===== config.mk =====
export PLATFORM = sky130hd
export DESIGN_NAME = dividend_reconstruct
export DESIGN_NICKNAME = d
export VERILOG_FILES = /design/src/rtl/dividend_reconstruct_pkg.sv /design/src/rtl/dividend_reconstruct_datapath.sv /design/src/rtl/dividend_reconstruct.sv
export SDC_FILE = /design/constraint.sdc
export NUM_CORES = 1
export LEC_CHECK = 0
export ABC_AREA = 1
export BUFFER_PORTS_ARGS = -buffer_cell sky130_fd_sc_hd__buf_2
export CORE_MARGIN = 4
export CORE_UTILIZATION = 32
export CTS_CLUSTER_DIAMETER = 40
export DETAILED_ROUTE_END_ITERATION = 6
export HOLD_SLACK_MARGIN = 0.05
export PLACE_DENSITY_LB_ADDON = 0.3
export RECOVER_POWER = 25
export SYNTH_ARGS = -nofsm -noshare
export SYNTH_HDL_FRONTEND = slang
export SYNTH_SLANG_ARGS = --single-unit

===== constraint.sdc =====
create_clock -name clk -period 1.9 [get_ports clk]
set_input_delay 0.095 -clock clk [delete_from_list [all_inputs] [get_ports clk]]
set_output_delay 0.095 -clock clk [all_outputs]
set_load 0.01 [all_outputs]

===== src/rtl/dividend_reconstruct_pkg.sv =====
// Shared definitions for the dividend reconstruction block: default width and FSM states.
package dividend_reconstruct_pkg;

  localparam int unsigned DR_WIDTH = 4;

  typedef enum logic [2:0] {
    S_LOAD      = 3'd0,
    S_LOAD_WAIT = 3'd1,
    S_INIT      = 3'd2,
    S_STEP      = 3'd3,
    S_DONE      = 3'd4
  } state_t;

endpackage


===== src/rtl/dividend_reconstruct_datapath.sv =====
// Shift-and-add datapath: operand capture, multiply accumulate of quotient*divisor on top
// of the remainder, and the result/validity registers.
module dividend_reconstruct_datapath
  import dividend_reconstruct_pkg::*;
#(
  parameter int unsigned WIDTH = DR_WIDTH
) (
  input  logic                   clk,
  input  logic                   resetn,
  input  logic                   ld_data,
  input  logic                   init,
  input  logic                   step,
  input  logic                   ld_r,
  input  logic [3*WIDTH-1:0]     data_in,
  output logic                   step_last,
  output logic [2*WIDTH-1:0]     data_result,
  output logic                   rem_invalid
);

  localparam int unsigned RW    = 2 * WIDTH;
  localparam int unsigned CNT_W = $clog2(WIDTH) + 1;

  logic [WIDTH-1:0] quot_r;
  logic [WIDTH-1:0] div_r;
  logic [WIDTH-1:0] rem_r;
  logic [RW-1:0]    acc;
  logic [RW-1:0]    mcand;
  logic [WIDTH-1:0] mplier;
  logic [CNT_W-1:0] count;

  // The step in flight is the last one once count reaches WIDTH-1.
  assign step_last = (count == CNT_W'(WIDTH - 1));

  // Operand capture, then one conditional add and shift per step; results latched at the end.
  always_ff @(posedge clk) begin
    if (resetn) begin
      quot_r      <= '0;
      div_r       <= '0;
      rem_r       <= '0;
      acc         <= '0;
      mcand       <= '0;
      mplier      <= '0;
      count       <= '0;
      data_result <= '0;
      rem_invalid <= 1'b0;
    end else begin
      if (ld_data) begin
        quot_r <= data_in[WIDTH-1:0];
        div_r  <= data_in[2*WIDTH-1:WIDTH];
        rem_r  <= data_in[3*WIDTH-1:2*WIDTH];
      end
      if (init) begin
        acc    <= RW'(rem_r);
        mcand  <= RW'(div_r);
        mplier <= quot_r;
        count  <= '0;
      end else if (step) begin
        if (mplier[0]) begin
          acc <= acc + mcand;
        end
        mcand  <= mcand << 1;
        mplier <= mplier >> 1;
        count  <= count + CNT_W'(1);
      end
      if (ld_r) begin
        data_result <= acc;
        rem_invalid <= (rem_r >= div_r);
      end
    end
  end

endmodule


===== src/rtl/dividend_reconstruct.sv =====
// Rebuilds dividend = quotient*divisor + remainder using a go press/release handshake;
// control FSM here, arithmetic in dividend_reconstruct_datapath.
module dividend_reconstruct
  import dividend_reconstruct_pkg::*;
#(
  parameter int unsigned WIDTH = DR_WIDTH
) (
  input  logic                 clk,
  input  logic                 resetn,
  input  logic                 go,
  input  logic [3*WIDTH-1:0]   data_in,
  output logic [2*WIDTH-1:0]   data_result,
  output logic                 done,
  output logic                 busy,
  output logic                 rem_invalid
);

  state_t state;
  logic   ld_data;
  logic   init;
  logic   step;
  logic   ld_r;
  logic   step_last;

  // Datapath controls decode directly from the current state.
  assign ld_data = (state == S_LOAD);
  assign init    = (state == S_INIT);
  assign step    = (state == S_STEP);
  assign ld_r    = (state == S_DONE);

  // Control FSM; busy is registered to track exactly the S_INIT/S_STEP residency.
  always_ff @(posedge clk) begin
    if (resetn) begin
      state <= S_LOAD;
      done  <= 1'b0;
      busy  <= 1'b0;
    end else begin
      done <= 1'b0;
      case (state)
        S_LOAD: begin
          busy <= 1'b0;
          if (go) begin
            state <= S_LOAD_WAIT;
          end
        end
        S_LOAD_WAIT: begin
          if (!go) begin
            state <= S_INIT;
            busy  <= 1'b1;
          end
        end
        S_INIT: begin
          state <= S_STEP;
          busy  <= 1'b1;
        end
        S_STEP: begin
          if (step_last) begin
            state <= S_DONE;
            busy  <= 1'b0;
          end
        end
        S_DONE: begin
          done  <= 1'b1;
          busy  <= 1'b0;
          state <= S_LOAD;
        end
        default: begin
          state <= S_LOAD;
          busy  <= 1'b0;
        end
      endcase
    end
  end

  dividend_reconstruct_datapath #(
    .WIDTH(WIDTH)
  ) u_datapath (
    .clk         (clk),
    .resetn      (resetn),
    .ld_data     (ld_data),
    .init        (init),
    .step        (step),
    .ld_r        (ld_r),
    .data_in     (data_in),
    .step_last   (step_last),
    .data_result (data_result),
    .rem_invalid (rem_invalid)
  );

endmodule


# == Yosys cells after proc, flatten, opt, wreduce, memory -nomap -nowiden ==
# Index checks and enable logic that the tools add are counted.
# classes
reduce_logical,8
eq_ne,8
mux,15
magnitude_cmp,1
n_addsub,2
# ops
cell,n
$mux W4,7
$pmux W3 S4,1
$eq A3 B2 Y1 const B,3
$mux W3,3
$add A8 B8 Y8,1
$reduce_and A2 Y1,3
$ge A4 B4 Y1,1
$ne A2 B2 Y1 const B,2
$reduce_bool A2 Y1,2
$add A3 B1 Y3 const B,1
$eq A3 B1 Y1 const B,1
$eq A3 B3 Y1 const B,1
$logic_not A3 Y1,1
$mux W1,3
$pmux W1 S3,1
$reduce_and A3 Y1,1
$ne A2 B1 Y1 const B,1
$reduce_or A2 Y1,1
# totals
output_inout_bits,11
in_bits,15
ff_bits,49
elab_cells,48

# == Depth between registers and ports, before layout ==
# logic_depth
word_depth,4
depth_mapped,12
depth_no_buf,12

# == Modules after synthesis ==
# Synthesis repeated with hierarchy kept, for this count alone.
# hier_totals
hier_cells,304
area_unflattened_um2,2327.2
# by_module_without_submodules
module,n_inst,area_each_um2,seq_area_each_um2,cells_each
dividend_reconstruct_datapath,1,2053.2,880.8,271
dividend_reconstruct,1,274.0,100.1,33

# == Worst setup path after synthesis ==
# Ideal clock, no wire load.
# synth_timing
path_kind,register to register
startpoint,reg u_datapath.mcand[0]
endpoint,reg u_datapath.acc[4]
path_stages_with_launch,11
n_path_buf,0
path_slack_ns,0.417
period_less_slack_ns,1.483
t_arrival_ns,1.369
setup_ns,0.114
required_ns,1.786
cell_sequence,dfxtp_1 -> ha_1 -> inv_1 -> fa_1 -> inv_1 -> nand2_1 -> nand2_1 -> and2_1 -> nor2_1 -> o21bai_1 -> inv_1
# synth_between
elab_chain_cells,1
# synth_lines
element,line_no,source
"start, declared",dividend_reconstruct_datapath.sv:27,logic [RW-1:0] mcand;
"start signal, assigned",dividend_reconstruct_datapath.sv:54,mcand <= RW'(div_r);
"start signal, assigned",dividend_reconstruct_datapath.sv:61,mcand <= mcand << 1;
$add A8 B8 Y8,dividend_reconstruct_datapath.sv:59,acc <= acc + mcand;
"end signal, assigned",dividend_reconstruct_datapath.sv:53,acc <= RW'(rem_r);
"end signal, assigned",dividend_reconstruct_datapath.sv:59,
"end, declared",dividend_reconstruct_datapath.sv:26,logic [RW-1:0] acc;
# No other way between the ends.
# A chain may end at the register's enable or synchronous reset.

# == Worst setup path in the final report ==
# Same ends and word-level chain as after synthesis.

==> key figures <==
Global route
  – Gr ovfl total: 0
  – Pin count of the biggest net entering global routing: 19
  – Vias in the first global route: 1954
  – Initial antenna violation count: 0
  – First-pass GRT wire length: 8.83 mm
  – Global-route usage over all layers: 0.125

Synth
  – Yosys warnings: 0
  – #FFs+latches synth: 49
  – EDFF count, synth: 0
  – Synth Net Count: 341
  – Post-synthesis async set-or-reset flop share: 0
  – Synth top cells by count: 53 x nand2_1, 49 x dfxtp_1, 46 x nor2_1
  – Synth area leaders: dfxtp_1 42%, nand2_1 8.4%, nor2_1 7.3%
  – Syn avg cell area: 7.56 um^2
  – Top-area cell type share of the netlist area: 0.416
  – Post-synth cell types: 35
  – Post-Synthesis Cells: 312
  – Synth area leader: dfxtp_1
  – Seq/Total Area, Yosys: 0.416
  – Most common cell in the netlist: nand2_1
  – Ys flop type: dfxtp_1
  – Synthesized cell area: 2360 um^2

Clocking
  – Htree depth: 2
  – Skew-Pair Late Insertion Delay: 0.30 ns
  – Clk sink count: 49
  – CTS tree: built
  – Num CTS Buffers: 5
  – Max clock buf depth: 2
  – Reg clk slew, reported paths: 0.09 ns
  – Root Buffer Master: clkbuf_8

Floorplan
  – Die Span Y: 93.9 um
  – Core Box Area: 7210 um^2
  – FP Rows: 31
  – I/O Pins: 26
  – Die ar.: 8810 um^2
  – Die Wd: 93.9 um
  – Initial cell density of the core: 0.327

Setup path
  – Crit path required time: 2.11 ns
  – Cell repeated most along the worst path: inv_1
  – Crit-path cells: ha_1 > inv_1 > fa_1 > inv_1 > nand2_1 > nand2_1 > and2_1 > nor2_1 > o21bai_1 > inv_1
  – Startpoint type of the worst setup path: flip-flop
  – Slowest CP cell: dfxtp_1
  – Critical path's largest stage delay: 0.36 ns
  – Critical path class: reg2reg
  – Worst Setup End Kind: flip-flop
  – Worst-path maximum fanout: 3
  – Critical Path AT: 1.82 ns

Layout
  – Sequential cell area: 981 um^2
  – Share of layout cells above drive strength 1: 0.110
  – Layout area overhead: 16.4%
  – # fillers: 806
  – Utilization after layout: 0.381
  – Multi-input gate area: 1160 um^2
  – Number of diodes: 0
  – Nets: 375

Timing
  – Tcrit/Tclk final: 0.847
  – Final setup viols: 0
  – Fin Setup TNS: 0 ns
  – Post-layout min period: 1.61 ns
  – Unrepaired setup endpoints after global routing: false
  – Relative slew margins: 0.733
  – Slew at the pin closest to its max-slew limit: 0.399 ns
  – Setup Skew: 0.00933 ns
  – Fmax: 0.621 GHz
  – Final hold vios: 0
  – Fin. max-slew vios: 0
  – Final worst slack: 0.290 ns

Placement
  – GP Congestion: 0.825
  – IO buf count: 25
  – DP HPWL: 3.60 mm
  – Place WS: 0.305 ns

Power and ir drop
  – Tot Pwr: 2.50 mW
  – Worst VDD drop: 0.515 mV
  – Pleak: 1.21 nW
  – Power Dens Cells: 910 nW/um^2

Outcome
  – Status: finished, final reports clean

Drt
  – Initial DRC Count: 80
  – Routed wire per std cell: 10.9 um
  – Vias post-DR: 1989
  – DRT Pass-1 Iters: 4
  – Residual DRC count: 0
  – Routed WL: 4.84 mm
  – Routed Antenna Nets: 0
  – Via-per-instance ratio: 4.46

Flow run
  – Max_cap viols: 0

Worst hold path
  – Hold Crit Class: in2reg
-- cell families after synthesis --
| kind of cell | synth area share |
|---|---|
| simple gates | 0.251 |
| compound gates | 0.160 |
| fa+ha+maj | 0.0774 |
| flops | 0.416 |
| xor+xnor | 0.00742 |
| buf+inv | 0.0891 |
-- critical path: cells and delay by family, from the launching register on --
| kind | cells | cell delay, ns |
|---|---|---|
| and+or+nand+nor | 4 | 0.32 |
| buffers and inverters | 3 | 0.17 |
| adders and majority gates | 2 | 0.52 |
| AOI/OAI and AO/OA | 1 | 0.14 |
| DFF | 1 | 0.36 |
-- cells in the final DEF, fill, tap and decap left out --
master          n
a211oi_1        3
a21oi_1        29
a31oi_1         2
and2_1          1
buf_2          14
buf_4           3
bufinv_16       1
clkbuf_1       12
clkbuf_8        6
dfxtp_1        49
dlygate4sd3_1   8
fa_1            1
ha_1           13
inv_1          35
inv_2           2
inv_6           1
nand2_1        53
nand2_4         3
nand3_1        15
nand3_2         1
nand3b_1        2
nand4_1         2
nor2_1         46
nor2_2          1
nor2_4          1
nor2_8          1
o211ai_1        2
o21a_1          1
o21ai_0        27
o21ai_1         3
o21ai_2         1
o21bai_1        2
or2_0           1
or2_2           3
xnor2_1         1
xor2_1          1
-- state kept, by name (all words and copies together), names as in the netlist --
signal and count:
u_datapath.div_r 4, u_datapath.rem_invalid 1, u_datapath.acc 8, done 1, u_datapath.mcand 8, u_datapath.count 3
busy 1, u_datapath.mplier 4, state 3, u_datapath.quot_r 4, u_datapath.rem_r 4, u_datapath.data_result 8
-- through the flow --
step                      cells  area (um^2)  hold slack, ns
after floorplan             312         2360           0.164
after global placement      430         2570           0.316
after detailed placement    430         2570           0.321
after CTS                   446         2770          0.0608
after global routing        446         2750          0.0786
final                       446         2750          0.0756
-- path summary, 6_finish.rpt --
check	depth (start not counted)	slack, ns	endpoint	start
max	10	0.29	u_datapath.acc[4]	u_datapath.mcand[0]
min	3	0.08	u_datapath.div_r[2]	data_in[6]
max reg2reg	10	0.29	u_datapath.acc[4]	u_datapath.mcand[0]
min reg2reg	2	0.47	busy	busy
-- power by group --
| part | internal, mW | switching (mW) | total (mW) |
|---|---|---|---|
| logic | 0.197 | 0.333 | 0.531 |
| registers | 1.13 | 0.0716 | 1.20 |
| clock network | 0.429 | 0.336 | 0.766 |
| total | 1.76 | 0.741 | 2.50 |
-- what timing repair did --
item / CTS / global route
hold buffers: 8 / 0
buffers inserted: 0 / 0
gates resized for setup: 0 / 0
endpoints found under the hold margin: 8 / 0
-- layer usage --
layer / GRT usage / vias to the layer above / wire length (um)
met4: 0.0397 / 0 / 53
met2: 0.208 / 24 / 2260
met1: 0.158 / 875 / 2340
met5: 0 / - / 0
met3: 0.0296 / 4 / 191
li1: - / 1086 / -
-- cell type report --
cell class	instances	area share
multi-input combinational	216	0.424
sequential	49	0.357
timing repair buffer	36	0.0779
inverter	38	0.0538
tap	99	0.0451
clock buffer	7	0.0314
clock inverter	1	0.0109
Note: power is estimated with default switching activity, not from simulation.
